**config.mk**
```make
export PLATFORM = sky130hd
export DESIGN_NAME = fetch_queue_flat
export DESIGN_NICKNAME = d
export VERILOG_FILES = /design/src/rtl/fetch_queue_if.sv /design/src/rtl/fetch_queue.sv /design/src/flat_wrapper.sv
export SDC_FILE = /design/constraint.sdc
export NUM_CORES = 1
export LEC_CHECK = 0
export BUFFER_PORTS_ARGS = -buffer_cell sky130_fd_sc_hd__clkbuf_2
export CAP_MARGIN = 25
export CELL_PAD_IN_SITES_DETAIL_PLACEMENT = 1
export CELL_PAD_IN_SITES_GLOBAL_PLACEMENT = 2
export CORE_ASPECT_RATIO = 1.2
export CORE_UTILIZATION = 44
export DETAILED_ROUTE_END_ITERATION = 8
export GPL_ROUTABILITY_DRIVEN = 0
export MAX_ROUTING_LAYER = met4
export PLACE_DENSITY = 0.89
export SETUP_SLACK_MARGIN = 0.02
export SLEW_MARGIN = 10
export SYNTH_ARGS = -nofsm -noshare
export SYNTH_HDL_FRONTEND = slang
export SYNTH_SLANG_ARGS = --single-unit
```
**constraint.sdc**
```tcl
create_clock -name CLK -period 7.6 [get_ports CLK]
set_clock_uncertainty 0.1 [all_clocks]
set_input_delay 0.38 -clock CLK [delete_from_list [all_inputs] [get_ports CLK]]
set_output_delay 0.38 -clock CLK [all_outputs]
set_load 0.03 [all_outputs]
```
**src/rtl/fetch_queue_if.sv**
```systemverilog
// Fetch-side bus: instruction-memory port plus the decode valid/ready handshake.
// The master modport is the fetch queue's view; the slave modport is the memory/decode view.
interface fetch_queue_if #(
   parameter int DATA_WIDTH = 32,
   parameter int DEPTH      = 4
);
   localparam int CW = $clog2(DEPTH) + 1;

   logic [DATA_WIDTH-1:0] IMemA;
   logic [DATA_WIDTH-1:0] IMemRD;
   logic                  IMemReady;
   logic                  Redirect;
   logic [DATA_WIDTH-1:0] RedirectPC;
   logic                  DecodeReady;
   logic                  InstrValid;
   logic [DATA_WIDTH-1:0] Instr;
   logic [DATA_WIDTH-1:0] InstrPC;
   logic [DATA_WIDTH-1:0] InstrPCPlus4;
   logic [CW-1:0]         Count;

   modport master (
      output IMemA, InstrValid, Instr, InstrPC, InstrPCPlus4, Count,
      input  IMemRD, IMemReady, Redirect, RedirectPC, DecodeReady
   );

   modport slave (
      input  IMemA, InstrValid, Instr, InstrPC, InstrPCPlus4, Count,
      output IMemRD, IMemReady, Redirect, RedirectPC, DecodeReady
   );
endinterface

```
**src/rtl/fetch_queue.sv**
```systemverilog
// Instruction fetch stage: owns the fetch PC, buffers {instr, pc} pairs in a small FIFO
// and presents the head entry to decode; a redirect flushes the queue and restarts fetch.
module fetch_queue #(
   parameter int                    DATA_WIDTH = 32,
   parameter int                    DEPTH      = 4,
   parameter logic [DATA_WIDTH-1:0] RESET_PC   = '0
) (
   input  logic          CLK,
   input  logic          RST,
   fetch_queue_if.master bus
);
   localparam int AW = $clog2(DEPTH);
   localparam int CW = AW + 1;

   logic [AW-1:0]         rd_ptr_q, rd_ptr_d;
   logic [AW-1:0]         wr_ptr_q, wr_ptr_d;
   logic [CW-1:0]         count_q, count_d;
   logic [DATA_WIDTH-1:0] fetch_pc_q, fetch_pc_d;
   logic [DATA_WIDTH-1:0] instr_q [DEPTH];
   logic [DATA_WIDTH-1:0] instr_d [DEPTH];
   logic [DATA_WIDTH-1:0] pc_q    [DEPTH];
   logic [DATA_WIDTH-1:0] pc_d    [DEPTH];
   logic                  pop, push;

   // A full queue may still push when the head leaves in the same cycle.
   assign pop  = (count_q != '0) && bus.DecodeReady && !bus.Redirect;
   assign push = !RST && !bus.Redirect && bus.IMemReady &&
                 ((count_q < CW'(DEPTH)) || pop);

   always_comb begin
      rd_ptr_d   = rd_ptr_q;
      wr_ptr_d   = wr_ptr_q;
      count_d    = count_q;
      fetch_pc_d = fetch_pc_q;
      if (bus.Redirect) begin
         rd_ptr_d   = '0;
         wr_ptr_d   = '0;
         count_d    = '0;
         fetch_pc_d = {bus.RedirectPC[DATA_WIDTH-1:2], 2'b00};
      end else begin
         if (push) begin
            wr_ptr_d   = wr_ptr_q + 1'b1;
            fetch_pc_d = fetch_pc_q + DATA_WIDTH'(4);
         end
         if (pop) rd_ptr_d = rd_ptr_q + 1'b1;
         count_d = count_q + CW'(push) - CW'(pop);
      end
   end

   always_comb begin
      instr_d = instr_q;
      pc_d    = pc_q;
      if (push) begin
         instr_d[wr_ptr_q] = bus.IMemRD;
         pc_d[wr_ptr_q]    = fetch_pc_q;
      end
   end

   always_ff @(posedge CLK) begin
      if (RST) begin
         rd_ptr_q   <= '0;
         wr_ptr_q   <= '0;
         count_q    <= '0;
         fetch_pc_q <= RESET_PC;
      end else begin
         rd_ptr_q   <= rd_ptr_d;
         wr_ptr_q   <= wr_ptr_d;
         count_q    <= count_d;
         fetch_pc_q <= fetch_pc_d;
      end
   end

   // Payload storage needs no reset; entries are only observed while counted valid.
   always_ff @(posedge CLK) begin
      instr_q <= instr_d;
      pc_q    <= pc_d;
   end

   assign bus.IMemA        = fetch_pc_q;
   assign bus.InstrValid   = (count_q != '0);
   assign bus.Instr        = instr_q[rd_ptr_q];
   assign bus.InstrPC      = pc_q[rd_ptr_q];
   assign bus.InstrPCPlus4 = pc_q[rd_ptr_q] + DATA_WIDTH'(4);
   assign bus.Count        = count_q;
endmodule
```
**src/flat_wrapper.sv**
```systemverilog
// flat-port wrapper written by rule: the top's interface ports become plain ports
module fetch_queue_flat 
#(
   parameter int                    DATA_WIDTH = 32,
   parameter int                    DEPTH      = 4,
   parameter logic [DATA_WIDTH-1:0] RESET_PC   = '0
)
  (CLK, RST, bus_IMemA, bus_InstrValid, bus_Instr, bus_InstrPC, bus_InstrPCPlus4, bus_Count, bus_IMemRD, bus_IMemReady, bus_Redirect, bus_RedirectPC, bus_DecodeReady);
  fetch_queue_if #(.DATA_WIDTH(DATA_WIDTH), .DEPTH(DEPTH)) bus_i ();
  input  logic CLK;
  input  logic RST;
  output wire logic [$bits(bus_i.IMemA)-1:0] bus_IMemA;
  output wire logic [$bits(bus_i.InstrValid)-1:0] bus_InstrValid;
  output wire logic [$bits(bus_i.Instr)-1:0] bus_Instr;
  output wire logic [$bits(bus_i.InstrPC)-1:0] bus_InstrPC;
  output wire logic [$bits(bus_i.InstrPCPlus4)-1:0] bus_InstrPCPlus4;
  output wire logic [$bits(bus_i.Count)-1:0] bus_Count;
  input wire logic [$bits(bus_i.IMemRD)-1:0] bus_IMemRD;
  input wire logic [$bits(bus_i.IMemReady)-1:0] bus_IMemReady;
  input wire logic [$bits(bus_i.Redirect)-1:0] bus_Redirect;
  input wire logic [$bits(bus_i.RedirectPC)-1:0] bus_RedirectPC;
  input wire logic [$bits(bus_i.DecodeReady)-1:0] bus_DecodeReady;
  assign bus_IMemA = bus_i.IMemA;
  assign bus_InstrValid = bus_i.InstrValid;
  assign bus_Instr = bus_i.Instr;
  assign bus_InstrPC = bus_i.InstrPC;
  assign bus_InstrPCPlus4 = bus_i.InstrPCPlus4;
  assign bus_Count = bus_i.Count;
  assign bus_i.IMemRD = bus_IMemRD;
  assign bus_i.IMemReady = bus_IMemReady;
  assign bus_i.Redirect = bus_Redirect;
  assign bus_i.RedirectPC = bus_RedirectPC;
  assign bus_i.DecodeReady = bus_DecodeReady;
  fetch_queue #(.DATA_WIDTH(DATA_WIDTH), .DEPTH(DEPTH), .RESET_PC(RESET_PC)) u_core (.CLK(CLK), .RST(RST), .bus(bus_i));
endmodule
```
# ---- Word level (Yosys, flattened, before mapping)
# Index checks and enable logic that the tools add are counted.
# W data, S select, Z words.
dict set report op_classes {
  n_bitwise 2
  n_eq_ne 0
  muxes 12
  shift 0
  div 0
  reduce_logical 12
  n_lt_le_gt_ge 4
  multipliers 0
  n_addsub 6
}
# operator n
set op_table {}
lappend op_table {{$bwmux W128} 2}
lappend op_table {{$mux W32} 7}
lappend op_table {{$bmux W32 S2} 2}
lappend op_table {{$add A32 B3 Y32 const B} 2}
lappend op_table {{$demux W32 S2} 1}
lappend op_table {{$ge A3 B3 Y1 const B} 2}
lappend op_table {{$logic_and A1 B1 Y1} 6}
lappend op_table {{$not A2 Y3} 2}
lappend op_table {{$add A2 B1 Y2 const B} 2}
lappend op_table {{$add A3 B1 Y3} 1}
lappend op_table {{$lt A3 B1 Y1 const B} 1}
lappend op_table {{$lt A3 B3 Y1 const B} 1}
lappend op_table {{$reduce_bool A3 Y1} 1}
lappend op_table {{$sub A3 B1 Y3} 1}
lappend op_table {{$logic_not A1 Y1} 2}
lappend op_table {{$reduce_bool A2 Y1} 1}
lappend op_table {{$reduce_or A2 Y1} 1}
lappend op_table {{$logic_or A1 B1 Y1} 1}
dict set report totals {
  regBits 295
  mem_bits_rw 0
  in_bits 69
  n_memories 0
  rom_bits 0
  latch_bits 0
  word_cells 49
}

# ---- Longest topological paths before layout
# Gate-level depths: netlist of the first run.
dict set report depth {
  ltp_word 7
  mapped_depth 10
}

# ---- Worst setup path before layout of the first run
# Ideal clock, no wire load.
dict set report synth_path {
  path_type {reg2out}
  from {reg u_core.rd_ptr_q[0]}
  to {out bus_InstrPCPlus4[22]}
  path_stages_with_launch 10
  n_path_buf 3
  path_slack_ps 4360
  t_arrival_ps 2760
  cell_sequence {dfxtp_1 -> buf_6 -> buf_12 -> mux4_2 -> ha_1 -> nand3_4 -> or3_1 -> clkbuf_1 -> nor4_1 -> xor2_1}
}
dict set report synth_between {
  elab_chain_cells 5
}
# element line_no
set synth_rtl {}
lappend synth_rtl {{from (decl)} fetch_queue.sv:15} ;# logic [AW-1:0] rd_ptr_q, rd_ptr_d;
lappend synth_rtl {{from (signal assigned)} fetch_queue.sv:66} ;# rd_ptr_q <= rd_ptr_d;
lappend synth_rtl {{$not A2 Y3} --}
lappend synth_rtl {{$bmux W32 S2} --}
lappend synth_rtl {{$mux W32 (2 in series)} --}
lappend synth_rtl {{via bus_InstrPC[2]} flat_wrapper.sv:15} ;# output wire logic [$bits(bus_i.InstrPC)-1:0] bus_InstrPC;
lappend synth_rtl {{$add A32 B3 Y32} fetch_queue.sv:83} ;# assign bus.InstrPCPlus4 = pc_q[rd_ptr_q] + DATA_WIDTH'(4);
lappend synth_rtl {{to (decl)} flat_wrapper.sv:16} ;# output wire logic [$bits(bus_i.InstrPCPlus4)-1:0] bus_InstrPCPlus4;
# The timed path passes the listed nets, and every way through them passes these cells. The select of a mux whose other input is x is not followed.

# ---- Worst setup path in the final report of the first run
dict set report layout_path {
  from {reg u_core.rd_ptr_q[0]}
  to {out bus_InstrPCPlus4[31]}
}
dict set report layout_between {
  elab_chain_cells 5
}
# element line_no
set layout_rtl {}
lappend layout_rtl {{$not A2 Y3 (implied by the code)} fetch_queue.sv:83}
lappend layout_rtl {{$bmux W32 S2} fetch_queue.sv:83}
lappend layout_rtl {{$mux W32 (implied by the code) (2 in series)} fetch_queue.sv:83}
lappend layout_rtl {{$add A32 B3 Y32} fetch_queue.sv:83}
# Every way passes these cells. The select of a mux whose other input is x is not followed.

==> results of run 1 <==
[worst max-delay path: stages (launching register included)]
cell and delay, ns:
dfxtp_4 0.62, buf_4 0.78, mux4_1 0.49, nand3_1 0.14, or4_4 0.59, nor4_2 0.32, xor2_1 0.22, clkbuf_2 0.26
[path summary, 6_finish.rpt]
path                                            end  slack [ns]  depth (start not counted)
setup / recovery               bus_InstrPCPlus4[31]        3.14                          7
hold / removal     u_core.bus.IMemA[6]$_SDFFE_PP0P_        0.02                          3
setup reg to reg  u_core.bus.IMemA[31]$_SDFFE_PP0P_        4.77                          5
hold reg to reg     u_core.wr_ptr_q[1]$_SDFFE_PP0P_        0.40                          2
[flip-flops by register name, summed over array words and instances, names as in the netlist]
| signal | count |
|---|---|
| u_core.pc_q | 120 |
| u_core.wr_ptr_q | 2 |
| u_core.instr_q | 128 |
| u_core.bus.IMemA | 30 |
| u_core.rd_ptr_q | 2 |
| u_core.bus.Count | 3 |
[power by group]
| part | total [mW] | leakage (nW) | switching [mW] | internal (mW) |
|---|---|---|---|---|
| registers | 1.76 | 2.56 | 0.0356 | 1.73 |
| clock network | 1.34 | 0.427 | 0.577 | 0.760 |
| logic | 0.213 | 1.97 | 0.136 | 0.0767 |
| total | 3.31 | 4.96 | 0.748 | 2.57 |
[layout make-up]
type                            instances  area, sq um  area share [%]
Sequential cell                       285         8200            57.0
Multi-Input combinational cell        344         3340            23.2
Timing Repair Buffer                  244         1480            10.3
Clock buffer                           34          744            5.18
Tap cell                              335          419            2.92
Clock inverter                         15          124           0.861
Inverter                               22         82.6           0.574
[metrics by stage]
| stage | instance area (sq um) | power (mW) | cells |
|---|---|---|---|
| 2_1_floorplan | 11800 | 1.91 | 686 |
| 3_3_place_gp | 13000 | 1.98 | 1180 |
| 3_5_place_dp | 13000 | 1.99 | 1180 |
| 4_1_cts | 14400 | 3.34 | 1279 |
| 5_1_grt | 14400 | 3.41 | 1279 |
| 6_report | 14400 | 3.31 | 1279 |
[cells by family (layout without fill, tap and decap cells)]
group                    after synthesis  in the layout  synth area share [%]
XOR/XNOR                              52             52                  3.86
AO/OA/AOI/OAI                         44             44                  2.64
multiplexers                          65             65                  12.2
flip-flops                           285            285                  69.4
AND/OR/NAND/NOR                      168            168                  8.26
adder cells (fa/ha/maj)                9              9                  1.02
buffers and inverters                 57            315                  2.63
other                                  1              6                0.0318
[per-layer routing]
layer | up-vias | GRT usage, %
met5 | - | -
met4 | 0 | 4.48
met3 | 32 | 3.72
met2 | 210 | 35.5
met1 | 3479 | 26.9
li1 | 3172 | -
[timing repair]
item / CTS / global route
gates resized for setup: 0 / 0
endpoints found under the hold margin: 146 / 0
hold buffers: 50 / 0
[placed cells by master, fill, tap and decap left out, types with 4 or more instances in the layout]
cell / Yosys / layout
a211oi_1: 17 / 17
a21oi_1: 8 / 8
and2_1: 9 / 5
and2_4: 0 / 4
and4_1: 4 / 4
clkbuf_1: 11 / 5
clkbuf_16: 0 / 29
clkbuf_2: 0 / 192
clkinv_1: 0 / 7
clkinv_2: 0 / 4
conb_1: 1 / 6
dfxtp_1: 37 / 35
dlygate4sd3_1: 0 / 50
edfxtp_1: 248 / 248
ha_1: 8 / 8
inv_1: 21 / 21
mux4_1: 4 / 4
mux4_2: 58 / 58
nand2_1: 34 / 34
nand3_1: 18 / 18
nand4_1: 9 / 9
nor2_1: 37 / 37
nor3_1: 15 / 15
nor4_1: 9 / 9
nor4_2: 7 / 7
o21ai_0: 4 / 4
or3_1: 6 / 6
xnor2_1: 26 / 26
xor2_1: 26 / 26
==> impl_results.md, run 1 <==
* Top-count cell post-synth: edfxtp_1
* Critical R2R Launch: u_core.bus.IMemA[5]$_SDFFE_PP0P_
* Via/cell ratio at 5.39
* Drt first pass iters at 6
* Clk Latency, worst-skew pair at 0.54 ns
* Metal-1 WL at 11600 um
* Post-synth EDFFs at 248
* Relative slew slack at 34.3%
* Fin nets at 1003
* Clk sinks at 285
* Max Slew Vio Count at 0
* HP Class: input port to flip-flop
* Met2 WL at 14100 um
* Via Count at 6893
* Critical path origin: u_core.rd_ptr_q[0]$_SDFFE_PP0P_
* Initial Utilization at 44.8%
* Io pins at 201
* Syn_area_per_cell at 17.3 sq um
* N_diodes at 0
* GR Overflow Total at 0
* Worst-path fanout max at 44
* WL per Instance at 21.7 um
* Final core occ at 54.6%
* CP required at 7.12 ns
* Synth Cell Area at 0.0118 sq mm
* Cells after synthesis at 681
* Vias in the first global route at 7347
* Final wirelength at 27700 um
* CORE AREA at 0.0264 sq mm
* Leak at 4.96 nW
* FP Rows at 65
* Top-area cell type share of the netlist area at 63.1%
* Final hold slack at 0.0231 ns
* Filler instances at 2526
* First-pass GRT wire length at 42400 um
* Area Overhead vs Synth at 21.8%
* Drt drc at 0
* Synthesis-stage register bit count at 285
* Final min period at 4.46 ns
* WP data arrival at 3.98 ns
* Most frequent cells after synthesis: edfxtp_1 (248), mux4_2 (58), dfxtp_1 (37), nor2_1 (37), nand2_1 (34)
* Antenna violations before repair at 0
* Status: finished clean
* Pre-CTS setup slack at 3.56 ns
* Worst VDD drop at 0.000148 V
* RSZ-0062 raised after global routing: false
* Register area share after synthesis at 69.4%
* Fmax at 0.224 GHz
* Ys Warns at 0
* Port Buffers at 192
* 1st-iter DRT viols at 275
* Die Width at 152 um
* Max Used Layer: met4
* Post-route antenna net violation count at 0
* Reg clk slew, reported paths at 0.07 ns
* Synth Flop Type: edfxtp_1
* Htree depth at 1
* Max cap viols at 0
* Top cells by area, synth: edfxtp_1 (63%), mux4_2 (11%), dfxtp_1 (6.3%), xnor2_1 (1.9%), xor2_1 (1.9%)
* Setup violations, final at 0
* Worst-margin pin slew at 0.986 ns
* TritonCTS clock tree: yes
* Fin. Hold Viols at 0
* Distinct cells, synth at 55
* Clock root buffer: clkbuf_16
* Power Density at 230 mW/mm^2
* Dpl hpwl at 17700 um
* Pin count of the biggest net entering global routing at 64
* Hold_sp: bus_RedirectPC[6]
* Critical path type: flip-flop to output port
* Ys async rst share at 0%
* Met3 WL at 1670 um
* Fin crit share at 58.7%
* Final setup TNS at 0 ns
* Tot GR Track Use at 21.2%
* Clock buffer depth at 3
* Cts bufs inserted at 28
* Crit path capture type: output port
* Die Span Y at 181 um
* Startpoint Class: flip-flop
* Synth area leader: edfxtp_1
* Setup Buffers After CTS at 0
* Layout cells sized above 1 at 33.7%
* Final worst setup slack at 3.14 ns
* Die area at 0.0275 sq mm
(Power assumes the default switching activity.)
==> inputs of run 2 (changes only) <==
Settings changed: CORE_UTILIZATION 44 to 37, PLACE_DENSITY 0.89 to 0.8.
Clock period 7.6 ns to 4.1 ns, I/O delays scaled along.
==> run 2 against run 1 <==
Against the previous run:
- sequential power up 86%
- critical path depth unchanged
- non-clock buffer count up 28
- global-route usage down 3.3 points
- cell area up 2.8%
- clock power up 87%
- count of clock-buffer cells in the layout down 5
- core utilization down 7.4 points
- largest power group unchanged
==> impl_results.md, run 2 (synthesis gave the netlist of run 1 again) <==
* Status: finished clean
* Pin count of the biggest net entering global routing at 31 (-52%)
* GRT met2 Usage at 30.5% (-5.1 points)
* Io pins at 201 (unchanged)
* Vias in the first global route at 7395 (+0.65%)
* Port Buffers at 192 (unchanged)
* Clk sinks at 285 (unchanged)
* Antenna violations before repair at 0 (unchanged)
* Die area at 0.0326 sq mm (+19%)
* Area Overhead vs Synth at 25.2%
* N_diodes at 0 (unchanged)
* Die Span Y at 198 um (+9.0%)
* Final wirelength at 27900 um (+0.82%)
* Total Power at 6.19 mW (+87%)
* Max Slew Vio Count at 0 (unchanged)
* Most frequent cells in the layout: edfxtp_1 (248), clkbuf_2 (192), dlygate4sd3_1 (63)
* Worst-path fanout max at 29 (-34%)
* Dpl hpwl at 18800 um (+6.3%)
* Filler instances at 3113 (+23%)
* Met1 Use GR at 22.7% (-4.1 points)
* Clock root buffer: clkbuf_16
* Cts bufs inserted at 28 (unchanged)
* Worst VDD drop at 0.000419 V (+180%)
* Relative slew slack at 44.1% (+9.8 points)
* Placed cells at 1261 (+6.9%)
* CP required at 3.80 ns (-3.32 ns)
* Setup violations, final at 0 (unchanged)
* FP Rows at 71 (+9.2%)
* Multi-input logic area at 0.00334 sq mm (unchanged)
* GR Overflow Total at 0 (unchanged)
* Via/cell ratio at 5.08 (-5.8%)
* WL per Instance at 20.3 um (-6.2%)
* Clock buffer depth at 3 (unchanged)
* RSZ-0062 raised after global routing: false
* Reg clk slew, reported paths at 0.06 ns (about the same)
* Initial Utilization at 37.6% (-7.2 points)
* First-pass GRT wire length at 42600 um (+0.55%)
* Htree depth at 1 (unchanged)
* Layout cells sized above 1 at 34.7% (+1.1 points)
* Die Width at 165 um (+8.9%)
* Critical path type: flip-flop to output port
* Max cap viols at 0 (unchanged)
* GR peak layer: met2
* Fin. Hold Viols at 0 (unchanged)
* Startpoint Class: flip-flop
* Fmax at 0.265 GHz
* Commonest non-fill, non-tap cell in the layout: edfxtp_1
* Tot GR Track Use at 17.8% (-3.3 points)
* Via Count at 6978 (+1.2%)
* Final setup TNS at 0 ns (unchanged)
* Biggest register: u_core.instr_q
* Number of flip-flops in the largest register at 128 (unchanged)
* Clk Latency, worst-skew pair at 0.55 ns (about the same)
* HP Class: input port to flip-flop
* TritonCTS clock tree: yes
* Post-route antenna net violation count at 0 (unchanged)
* Fin nets at 1031 (+2.8%)
* Drt drc at 0 (unchanged)
* Leak at 5.12 nW (+3.3%)
* CORE AREA at 0.0314 sq mm (+19%)
* Final min period at 3.78 ns
* Final Non-Filler Cells at 1374 (+7.4%)
* Fin crit share at 92.1%
* Power Density at 418 mW/mm^2 (+82%)
* Crit path capture type: output port
* Reg area at 0.00820 sq mm (unchanged)
* 1st-iter DRT viols at 345 (+25%)
* WP data arrival at 3.47 ns (-0.51 ns)
* Drt first pass iters at 5 (-1)
* Grt met3 use at 2.02% (-1.7 points)
* Worst-margin pin slew at 0.830 ns (-0.156 ns)
* Setup Buffers After CTS at 0 (unchanged)
-- run 2: repair_timing --
action                                 CTS  global route
gates resized for setup                  0             0
hold buffers                            63             0
endpoints found under the hold margin  160             0
-- run 2: final timing paths --
| path | start | endpoint | slack (ns) | cells past startpoint |
|---|---|---|---|---|
| worst max-delay path | u_core.rd_ptr_q[0]$_SDFFE_PP0P_ | bus_InstrPCPlus4[31] | 0.32 | 7 |
| worst min register to register | u_core.wr_ptr_q[1]$_SDFFE_PP0P_ | u_core.wr_ptr_q[1]$_SDFFE_PP0P_ | 0.41 | 2 |
| worst max register to register | u_core.bus.IMemA[5]$_SDFFE_PP0P_ | u_core.bus.IMemA[31]$_SDFFE_PP0P_ | 1.24 | 5 |
| worst min-delay path | bus_Redirect | u_core.bus.IMemA[27]$_SDFFE_PP0P_ | 0.06 | 3 |
-- run 2: report_power, final --
group / internal [mW] / leakage [nW] / total (mW) / switching [mW]
clock: 1.43 / 0.442 / 2.51 / 1.07
combinational: 0.154 / 2.12 / 0.408 / 0.253
sequential: 3.20 / 2.56 / 3.27 / 0.0673
total: 4.79 / 5.12 / 6.19 / 1.39
-- run 2: layer usage --
layer	part of all wire, %	vias to the layer above
met1	43	3542
met5	0	-
met2	51	185
met3	3.9	31
li1	-	3220
met4	1.3	0
-- run 2: cell type report --
cell class,count,share of cell area [%]
clock buffers,29,4.77
clock inverters,21,1.30
inverters,22,0.559
multi-input cells,344,22.6
flip-flops and latches,285,55.4
well taps,401,3.39
repair buffers,272,12.0
-- run 2: worst max-delay path, stage by stage, from the launching register on --
cell and delay, ns:
dfxtp_4 0.73, buf_4 0.40, mux4_2 0.31, inv_2 0.06, or4_4 0.62, nor4_2 0.33, xor2_1 0.22, clkbuf_2 0.24
-- run 2: through the flow --
step | hold WS, ns | utilization, % | area (sq um) | setup slack [ns]
after floorplan | 0.204 | - | 11800 | 0.990
after global placement | 0.322 | 42.3 | 13300 | 0.819
after detailed placement | 0.327 | 42.3 | 13300 | 0.790
after CTS | 0.0344 | 47.1 | 14800 | 0.198
after global routing | 0.0704 | 47.1 | 14800 | 0.0432
final | 0.0574 | 47.1 | 14800 | 0.324
==> inputs of run 3 (changes only) <==
Settings changed: CORE_MARGIN set to 3, HOLD_SLACK_MARGIN set to 0.08.
==> run 3 against run 2 <==
Against the previous run:
- clock power fell by 2%
- critical path depth fell by 1
- first-iteration DRC count rose by 34%
- critical path type unchanged
- combinational power rose by 1%
- via count rose by 1.5%
- sequential share of layout area fell by 0.089 points
==> impl_results.md, run 3 (synthesis gave the netlist of run 1 again) <==
* Drt drc at 0 (unchanged)
* Post_cts resized at 0 (unchanged)
* Fin crit share at 90.3% (-1.8 points)
* Worst-path fanout max at 29 (unchanged)
* CP required at 3.80 ns (about the same)
* Clk Latency, worst-skew pair at 0.53 ns (-0.02 ns)
* FP Rows at 71 (unchanged)
* Critical path type: flip-flop to output port
* TritonCTS clock tree: yes
* Relative slew slack at 41.0% (-3.0 points)
* Fmax at 0.270 GHz (+2.0%)
* Die area at 0.0341 sq mm (+4.5%)
* Die Span Y at 202 um (+2.0%)
* Most frequent cells in the layout: edfxtp_1 (248), clkbuf_2 (192), dlygate4sd3_1 (68)
* Cts bufs inserted at 28 (unchanged)
* WP data arrival at 3.40 ns (-0.07 ns)
* Reg clk slew, reported paths at 0.06 ns (about the same)
* Filler instances at 3121 (+0.26%)
* Worst-margin pin slew at 0.876 ns (+0.0452 ns)
* First-pass GRT wire length at 45000 um (+5.5%)
* Fin. Hold Viols at 0 (unchanged)
* RR Endpoint: u_core.bus.IMemA[27]$_SDFFE_PP0P_
* Clock buffer depth at 3 (unchanged)
* Final core occ at 47.1% (-0.058 points)
* Drt first pass iters at 5 (unchanged)
* Commonest non-fill, non-tap cell in the layout: edfxtp_1
* Worst VDD drop at 0.000249 V (-41%)
* Final wirelength at 28800 um (+3.2%)
* Critical Path End: bus_InstrPCPlus4[23]
* Clk sinks at 285 (unchanged)
* Final setup TNS at 0 ns (unchanged)
* CORE AREA at 0.0314 sq mm (+0.28%)
* Max cap viols at 0 (unchanged)
* HP Class: input port to flip-flop
* Tot GR Track Use at 17.4% (-0.47 points)
* RSZ-0062 raised after global routing: false
* Io pins at 201 (unchanged)
* Initial Utilization at 37.5% (-0.11 points)
* GR Overflow Total at 0 (unchanged)
* Port Buffers at 192 (unchanged)
* Total Power at 6.13 mW (-0.86%)
* Hold_sp: bus_IMemReady
* Final Non-Filler Cells at 1378 (+0.29%)
* Vias in the first global route at 7645 (+3.4%)
* Via Count at 7081 (+1.5%)
* Layout cells sized above 1 at 34.4% (-0.35 points)
* R2R depth at 6 (+1)
* Final min period at 3.70 ns (-0.0749 ns)
* Pin count of the biggest net entering global routing at 49 (+58%)
* 1st-iter DRT viols at 463 (+34%)
* Biggest register: u_core.instr_q
* Setup violations, final at 0 (unchanged)
* Max Slew Vio Count at 0 (unchanged)
* Placed cells at 1259 (-0.16%)
* Post-route antenna net violation count at 0 (unchanged)
* Status: finished clean
* Antenna violations before repair at 0 (unchanged)
* N_diodes at 0 (unchanged)
* Fin nets at 1034 (+0.29%)
* Startpoint Class: flip-flop
* Power Density at 414 mW/mm^2 (-1.0%)
* Area Overhead vs Synth at 25.4%
* Die Width at 169 um (+2.4%)
* Critical R2R Launch: u_core.bus.IMemA[5]$_SDFFE_PP0P_
* Crit path capture type: output port
* Leak at 5.13 nW (+0.18%)
* Htree depth at 1 (unchanged)
* Critical path origin: u_core.rd_ptr_q[0]$_SDFFE_PP0P_
* Dpl hpwl at 19500 um (+3.8%)
* Reg2Reg Setup Slack at 1.08 ns (-0.16 ns)
* Clock root buffer: clkbuf_16
* Number of flip-flops in the largest register at 128 (unchanged)
* WL per Instance at 20.9 um (+2.9%)
* Via/cell ratio at 5.14 (+1.2%)
## run 3: how the worst min path moves through the flow
stage | to | cells past startpoint | slack [ns]
2_1_floorplan | u_core.instr_q[0]$_DFFE_PP_ | 0 | 0.20
3_3_place_gp | u_core.instr_q[27]$_DFFE_PP_ | 1 | 0.32
5_1_grt | u_core.bus.IMemA[25]$_SDFFE_PP0P_ | 3 | 0.17
4_1_cts | u_core.bus.IMemA[16]$_SDFFE_PP0P_ | 3 | 0.12
3_5_place_dp | u_core.instr_q[123]$_DFFE_PP_ | 1 | 0.33
6_report | u_core.wr_ptr_q[1]$_SDFFE_PP0P_ | 5 | 0.13
## run 3: cell type report
type	instances	area, sq um	area share (%)
Clock buffer	39	793	5.36
Clock inverter	12	92.6	0.625
Inverter	22	82.6	0.558
Multi-Input combinational cell	344	3340	22.5
Sequential cell	285	8200	55.3
Tap cell	401	502	3.39
Timing Repair Buffer	275	1800	12.2
## run 3: what timing repair did
action	4_1_cts	5_1_grt
endpoints found under the setup margin	0	0
buffers inserted	0	0
hold buffers	68	0
endpoints found under the hold margin	160	0
## run 3: power breakdown
part	switching [mW]	internal (mW)	leakage, nW
sequential	0.0688	3.20	2.56
combinational	0.257	0.157	2.14
clock	1.03	1.41	0.436
total	1.36	4.77	5.13
## run 3: metal layers
metal / track usage (%) / share of wire [%] / vias up / routed length [um]
met5: - / 0 / - / 0
met4: 3.42 / 1.6 / 0 / 465
met3: 2.02 / 4.1 / 37 / 1180
met2: 30.7 / 52 / 195 / 15100
met1: 21.7 / 42 / 3612 / 12100
li1: - / - / 3237 / -
## run 3: metrics by stage
| step | instance area, sq um | hold slack [ns] | setup WS [ns] |
|---|---|---|---|
| detailed placement | 13200 | 0.327 | 0.864 |
| floorplan | 11800 | 0.204 | 0.990 |
| global route | 14800 | 0.173 | 0.114 |
| global placement | 13200 | 0.320 | 0.893 |
| CTS | 14800 | 0.119 | 0.288 |
| finish | 14800 | 0.134 | 0.399 |
## run 3: critical path: stages, from the launching register on
cell,delay [ns]
dfxtp_4,0.75
mux4_1,0.56
nand4_4,0.29
or3_1,0.52
nor4_2,0.34
xor2_1,0.17
clkbuf_2,0.23
